$ cat src/rtl/serial_adder_defs.sv
// Shared definitions for the nibble-serial adder: state encoding and nibble width.
package serial_adder_defs;

  localparam int unsigned NIBBLE = 4;

  localparam logic [1:0] IDLE = 2'd0;
  localparam logic [1:0] RUN  = 2'd1;
  localparam logic [1:0] DONE = 2'd2;

  typedef enum logic [1:0] {
    StIdle = IDLE,
    StRun  = RUN,
    StDone = DONE
  } state_e;

endpackage

$ cat src/rtl/ripple_carry_adder_4bit.sv
// 4-bit ripple-carry adder: the shared datapath reused nibble by nibble.
module ripple_carry_adder_4bit (
  input  logic [3:0] a,
  input  logic [3:0] b,
  input  logic       cin,
  output logic [3:0] sum,
  output logic       cout
);

  logic [4:0] carry;

  always_comb begin
    carry    = '0;
    sum      = '0;
    carry[0] = cin;
    for (int i = 0; i < 4; i++) begin
      sum[i]       = a[i] ^ b[i] ^ carry[i];
      carry[i + 1] = (a[i] & b[i]) | (carry[i] & (a[i] ^ b[i]));
    end
    cout = carry[4];
  end

endmodule

$ cat src/rtl/nibble_serial_adder.sv
// Multi-cycle WIDTH-bit adder streaming 4 bits per cycle through one ripple adder.
// Define SERIAL_ADDER_OVF_EN to add the registered signed-overflow output ovf.
module nibble_serial_adder
  import serial_adder_defs::*;
#(
  parameter int unsigned WIDTH = 16
) (
  input  logic             clk,
  input  logic             rst_n,
  input  logic             in_valid,
  output logic             in_ready,
  input  logic [WIDTH-1:0] a,
  input  logic [WIDTH-1:0] b,
  input  logic             cin,
  output logic             out_valid,
  input  logic             out_ready,
  output logic [WIDTH-1:0] sum,
  output logic             cout
`ifdef SERIAL_ADDER_OVF_EN
  ,
  output logic             ovf
`endif
);

  localparam int unsigned N = WIDTH / NIBBLE;
  localparam logic [3:0] LAST = 4'(N - 1);

  if ((WIDTH % NIBBLE) != 0 || WIDTH < NIBBLE) begin : g_bad_width
    $error("nibble_serial_adder: WIDTH must be a non-zero multiple of 4");
  end
  if (N > 16) begin : g_bad_count
    $error("nibble_serial_adder: WIDTH exceeds the 4-bit nibble counter range");
  end

  state_e state_q, state_d;

  logic [WIDTH-1:0] a_q, b_q, res_q;
  logic             carry_q;
  logic [3:0]       cnt_q;
  logic [3:0]       nib_sum;
  logic             nib_cout;
  logic             accept;
  logic             last;
  logic [WIDTH+3:0] res_shift;

  ripple_carry_adder_4bit u_rca (
    .a    (a_q[3:0]),
    .b    (b_q[3:0]),
    .cin  (carry_q),
    .sum  (nib_sum),
    .cout (nib_cout)
  );

  assign accept    = in_valid && in_ready;
  assign last      = (state_q == StRun) && (cnt_q == LAST);
  // New nibble enters at the MSB end; after N shifts nibble 0 sits at the bottom.
  assign res_shift = {nib_sum, res_q};

  always_ff @(posedge clk) begin
    if (!rst_n) begin
      state_q <= StIdle;
    end else begin
      state_q <= state_d;
    end
  end

  always_comb begin
    state_d = state_q;
    unique case (state_q)
      StIdle:  if (accept) state_d = StRun;
      StRun:   if (cnt_q == LAST) state_d = StDone;
      StDone:  if (out_ready) state_d = StIdle;
      default: state_d = StIdle;
    endcase
  end

  always_comb begin
    in_ready  = rst_n && (state_q == StIdle);
    out_valid = (state_q == StDone);
  end

  always_ff @(posedge clk) begin
    if (!rst_n) begin
      a_q     <= '0;
      b_q     <= '0;
      res_q   <= '0;
      carry_q <= 1'b0;
      cnt_q   <= '0;
    end else if (accept) begin
      a_q     <= a;
      b_q     <= b;
      carry_q <= cin;
      cnt_q   <= '0;
    end else if (state_q == StRun) begin
      a_q     <= a_q >> NIBBLE;
      b_q     <= b_q >> NIBBLE;
      res_q   <= res_shift[WIDTH+3:4];
      carry_q <= nib_cout;
      cnt_q   <= cnt_q + 4'd1;
    end
  end

  assign sum  = res_q;
  assign cout = carry_q;

`ifdef SERIAL_ADDER_OVF_EN
  logic ovf_q;

  // On the last nibble the low bits of a_q/b_q hold the operand MSBs.
  always_ff @(posedge clk) begin
    if (!rst_n) begin
      ovf_q <= 1'b0;
    end else if (last) begin
      ovf_q <= a_q[3] ^ b_q[3] ^ nib_sum[3] ^ nib_cout;
    end
  end

  assign ovf = ovf_q;
`else
  logic unused_last;
  assign unused_last = last;
`endif

endmodule

$ cat config.mk
export PLATFORM = sky130hd
export DESIGN_NAME = nibble_serial_adder
export DESIGN_NICKNAME = d
export VERILOG_FILES = /design/src/rtl/serial_adder_defs.sv /design/src/rtl/ripple_carry_adder_4bit.sv /design/src/rtl/nibble_serial_adder.sv
export SDC_FILE = /design/constraint.sdc
export NUM_CORES = 1
export LEC_CHECK = 0
export CORE_MARGIN = 2
export CORE_UTILIZATION = 32
export DETAILED_ROUTE_END_ITERATION = 6
export GPL_ROUTABILITY_DRIVEN = 0
export PLACE_DENSITY_LB_ADDON = 0.1
export SETUP_SLACK_MARGIN = 0.05
export SLEW_MARGIN = 20
export SYNTH_ARGS = -nofsm -noshare
export SYNTH_HDL_FRONTEND = slang
export SYNTH_HIERARCHICAL = 1
export SYNTH_SLANG_ARGS = --single-unit
$ cat constraint.sdc
create_clock -name clk -period 3.2 [get_ports clk]
set_clock_uncertainty 0.05 [all_clocks]
set_input_delay 0.32 -clock clk [delete_from_list [all_inputs] [get_ports clk]]
set_output_delay 0.32 -clock clk [all_outputs]
set_load 0.01 [all_outputs]
# ---- Word level (Yosys, flattened, before mapping)
# Index checks and enable logic that the tools add are counted.
dict set report word_totals {
  reg_bits 55
  inputBits 37
  out_inout_bits 19
  word_cells 52
}
dict set report op_classes {
  addsub 1
  eq_ne 6
  n_mux 10
  n_bitwise 22
  n_reduce_logical 7
}
# cell count
set op_table {}
lappend op_table {{2-to-1 mux 16 bit} 4}
lappend op_table {{bitwise AND 1 bit} 8}
lappend op_table {{bitwise XOR 1 bit} 8}
lappend op_table {{2-to-1 mux 2 bit} 3}
lappend op_table {{one-hot mux 2 bit (3 select lines)} 1}
lappend op_table {{adder 4 x 1 -> 4 bit (second input constant)} 1}
lappend op_table {{== test 4 x 2 -> 1 bit (second input constant)} 1}
lappend op_table {{!= test 2 bit (second input constant)} 2}
lappend op_table {{bitwise OR 1 bit} 4}
lappend op_table {{AND reduction 3 bit} 1}
lappend op_table {{== test 2 x 1 -> 1 bit (second input constant)} 1}
lappend op_table {{== test 2 bit (second input constant)} 1}
lappend op_table {{logical AND 1 bit} 2}
lappend op_table {{logical NOT 2 bit} 1}
lappend op_table {{2-to-1 mux 1 bit} 2}
lappend op_table {{!= test 2 x 1 -> 1 bit (second input constant)} 1}
lappend op_table {{NOT 1 bit} 2}
lappend op_table {{AND reduction 2 bit} 1}
lappend op_table {{nonzero test 2 bit} 1}
lappend op_table {{OR reduction 2 bit} 1}

# ---- Depth between registers and ports, before layout
dict set report depth {
  depth_word 11
  depth_mapped 10
}

# ---- By module
# The synthesis kept the hierarchy.
# mod n_inst cells_each area_each_um2 seq_area_each_um2
set modules_own_cells {}
lappend modules_own_cells {nibble_serial_adder 1 279 2260.9 1101.1}
lappend modules_own_cells {ripple_carry_adder_4bit 1 14 117.6 0.0}

# ---- Worst setup path after synthesis
# Ideal clock, no wire load.
dict set report synth_timing {
  path_kind {register to register}
  startpoint {register a_q[0]}
  endpoint {register res_q[15], in the netlist sum[15]}
  t_arrival_ps 1971
  slack_ps 1104
  stages_incl_launch_ff 11
  path_buffers 0
  period_less_slack_ps 2096
  cell_sequence {dfxtp_1 -> fa_1 -> inv_1 -> fa_1 -> inv_1 -> fa_1 -> inv_1 -> fa_1 -> inv_1 -> nand2_1 -> a21boi_0}
}
dict set report synth_via {
  elab_chain_len 8
}
# item line
set synth_lines {}
lappend synth_lines {{start, declared} nibble_serial_adder.sv:37} ;# logic [WIDTH-1:0] a_q, b_q, res_q;
lappend synth_lines {{start signal, assigned} nibble_serial_adder.sv:95} ;# a_q <= a_q >> NIBBLE;
lappend synth_lines {{bitwise XOR 1 bit} ripple_carry_adder_4bit.sv:18} ;# carry[i + 1] = (a[i] & b[i]) | (carry[i] & (a[i] ^ b[i]));
lappend synth_lines {{bitwise AND 1 bit} ripple_carry_adder_4bit.sv:18}
lappend synth_lines {{bitwise OR 1 bit *} ripple_carry_adder_4bit.sv:18}
lappend synth_lines {{bitwise AND 1 bit *} ripple_carry_adder_4bit.sv:18}
lappend synth_lines {{bitwise OR 1 bit *} ripple_carry_adder_4bit.sv:18}
lappend synth_lines {{bitwise AND 1 bit *} ripple_carry_adder_4bit.sv:18}
lappend synth_lines {{bitwise OR 1 bit *} ripple_carry_adder_4bit.sv:18}
lappend synth_lines {{bitwise XOR 1 bit *} ripple_carry_adder_4bit.sv:17} ;# sum[i] = a[i] ^ b[i] ^ carry[i];
lappend synth_lines {{named net nib_sum[3]} nibble_serial_adder.sv:40} ;# logic [3:0] nib_sum;
lappend synth_lines {{end signal, assigned} nibble_serial_adder.sv:97} ;# res_q <= res_shift[WIDTH+3:4];
lappend synth_lines {{end, declared} nibble_serial_adder.sv:37}
# Mark *: on every way through the listed nets, which the timed path passes. The rest lies on a longest branch.
# A chain may end at the register's enable or synchronous reset.

# ---- Final worst setup path
# Ends and elaborated chain as after synthesis.

==> flow_summary.yaml <==
sta:
  setup_ws_ps: 1000
  slew_violations: 0
  fmax_mhz: 455
  fin_tns_setup_ps: 0
  finalCriticalPeriod_ps: 2200
  setup_viol: 0
  rsz0062_at_grt: "no"
  slew_headroom: 0.317
  timing.final.crit_share: 0.687
  worstMarginPinSlew_ps: 1020
  hold_viol: 0
power_and_ir_drop:
  peakVddDrop_mv: 0.336
  powerDensity_nw_per_um2: 454
  p_leak_nw: 1.05
clocking:
  clock_sinks: 55
  tritoncts: "built"
  clk_pin_slew_worst_paths_ps: 100
  cts_max_level: 2
  cts_resized: 0
  cts_buffers: 5
  cts_buffer_depth: 2
  cts_setup_buffers: 0
  clkLatencyLatePin_ps: 310
  holdBufCountCts: 0
  root_buffer: "clkbuf_8"
logic_synthesis:
  synthXorXnorAreaFrac: 0.00736
  ys_ff_latch: 55
  yosys-mux-area-fraction: 0.00421
  synth_top_family_by_area: "compound AO/OA/AOI/OAI gates"
  ys_seq_area_frac: 0.463
  syn_inst: 293
  synth_cell_types: 28
  syn_area_per_cell_um2: 8.12
  synth_adder_area_share: 0.0389
  synth_nets: 335
  synth_area_um2: 2380
  yosys_warnings: 6
  synth_compound_area_frac: 0.238
  yosys.area_share.simple: 0.171
route:
  detail-route-antenna-nets: 0
  drtIter0Drc: 88
  drc: 0
  wl_um: 5220
  wire_per_inst_um: 12.0
  firstDrtPassIters: 4
  num_vias: 1988
  vias_per_cell: 4.58
global_route:
  antenna_found_initial: 0
  grt_pass1_vias: 1950
  grt_pass1_wl_um: 8770
  grt_max_degree: 54
  grt_usage: 0.132
  globalRoute.totalOverflow: 0
floorplanning:
  row_count: 31
  die_x_um: 90.2
  die_h_um: 90.2
  start_util: 0.330
  core_um2: 7210
  top_level_ports: 56
  dieArea_um2: 8140
flow_run:
  cap_violations: 0
cells_and_area:
  num-fill-cells: 775
  area_growth_pct: 28.6
  diodes: 0
  nNetsFinal: 376
  drive_above_1_share: 0.0418
run_status:
  outcome: "complete, no violations"
critical_path:
  startpoint_type: "register"
  cp_max_fo: 2
  crit_type: "register to register"
  worstPathRequired_ps: 3400
  max_stage_delay_ps: 410
  crit_slowest_cell: "fa_1"
  path_cells: "fa_1 -> inv_1 -> fa_1 -> inv_1 -> fa_1 -> inv_1 -> fa_1 -> inv_1 -> nand2_1 -> a21boi_0"
  critPathCaptureType: "register"
  cp.arrival_ps: 2390
  r2r_slack_ps: 1000
worst_hold_path:
  min_path_type: "register to register"
placed_design:
  placement.io_buffers: 55
  dp_slack_ps: 968
  dp_hpwl_um: 3230
[through the flow]
step                      std cells  hold WS, ps  area, µm²  total power, mW  utilization
final                           434          407       3060             1.39        0.424
after global routing            434          426       3060             1.46        0.424
after CTS                       434          409       3060             1.41        0.424
after detailed placement        426          394       2950            0.944        0.408
after global placement          426          391       2950            0.943        0.408
after floorplan                 293          380       2380            0.866            -
[power breakdown]
part | switching, mW | internal, mW
clock network | 0.233 | 0.233
logic | 0.0925 | 0.0920
registers | 0.0216 | 0.718
[state kept, by name, summed over array words and instances (netlist names)]
signal	flops
b_q	16
a_q	16
cout	1
state_q	2
sum	16
cnt_q	4
[final cells by class]
cell class | count | area, µm² | area share
Inverter | 10 | 37.5 | 0.0123
Sequential cell | 55 | 1100 | 0.360
Tap cell | 99 | 124 | 0.0405
Timing Repair Buffer | 59 | 581 | 0.190
Multi-Input combinational cell | 203 | 1100 | 0.361
Clock inverter | 3 | 43.8 | 0.0143
Clock buffer | 5 | 68.8 | 0.0225
[logic make-up after synthesis]
group / Yosys count
compound gates: 101
xor+xnor: 2
fa+ha+maj: 5
buf+inv: 35
flops: 55
mux: 1
simple gates: 94
[critical path, delay by kind of cell, from the launching register on]
family / cells / cell delay, ps
adders and majority gates: 4 / 1310
buffers and inverters: 4 / 250
and+or+nand+nor: 1 / 40
AOI/OAI and AO/OA: 1 / 150
DFF: 1 / 340
[worst paths after layout]
path                       start              endpoint  cells after the start
min reg2reg  a_q[6]$_SDFFE_PN0P_   a_q[2]$_SDFFE_PN0P_                      2
min          a_q[6]$_SDFFE_PN0P_   a_q[2]$_SDFFE_PN0P_                      2
max          a_q[0]$_SDFFE_PN0P_  sum[15]$_SDFFE_PN0P_                     10
max reg2reg  a_q[0]$_SDFFE_PN0P_  sum[15]$_SDFFE_PN0P_                     10
[metal layers]
metal,wire [µm],vias up,GRT usage
met3,221,5,0.0335
li1,-,1048,-
met5,0,-,0
met2,2430,39,0.236
met4,78,0,0.0500
met1,2490,896,0.150
[cell usage in the layout (no fill, tap or decap), types with 2 or more instances in the layout]
cell | netlist | final
buf_4 | 6 | 4
inv_1 | 10 | 10
nor2b_1 | 3 | 2
dfxtp_1 | 55 | 55
nand3_1 | 9 | 9
nor2_1 | 5 | 5
nand2_1 | 69 | 69
a21boi_1 | 2 | 2
clkbuf_8 | 0 | 5
clkdlybuf4s50_1 | 0 | 55
a21oi_1 | 50 | 50
fa_1 | 4 | 4
o21ai_0 | 25 | 25
a21boi_0 | 22 | 22
[cells in the mapped netlist, drive strengths merged]
library cell	n	area, µm²
mux2i	1	10.0
nor4bb	1	10.0
clkbuf	5	18.8
nor2	5	18.8
a21boi	24	180
buf	20	128
a31oi	1	6.26
a21oi	50	250
fa	4	80.1
xor2	1	8.76
inv	10	37.5
nand3	9	45.0
nor3	1	5.00
dfxtp	55	1100
ha	1	12.5
nand4bb	1	11.3
xnor2	1	8.76
and4bb	1	12.5
or3	1	6.26
nor2b	3	18.8
o21ai	26	130
nand2b	2	12.5
nand3b	1	7.51
nand2	69	259
No activity file was read; power rests on OpenSTA's default activity.
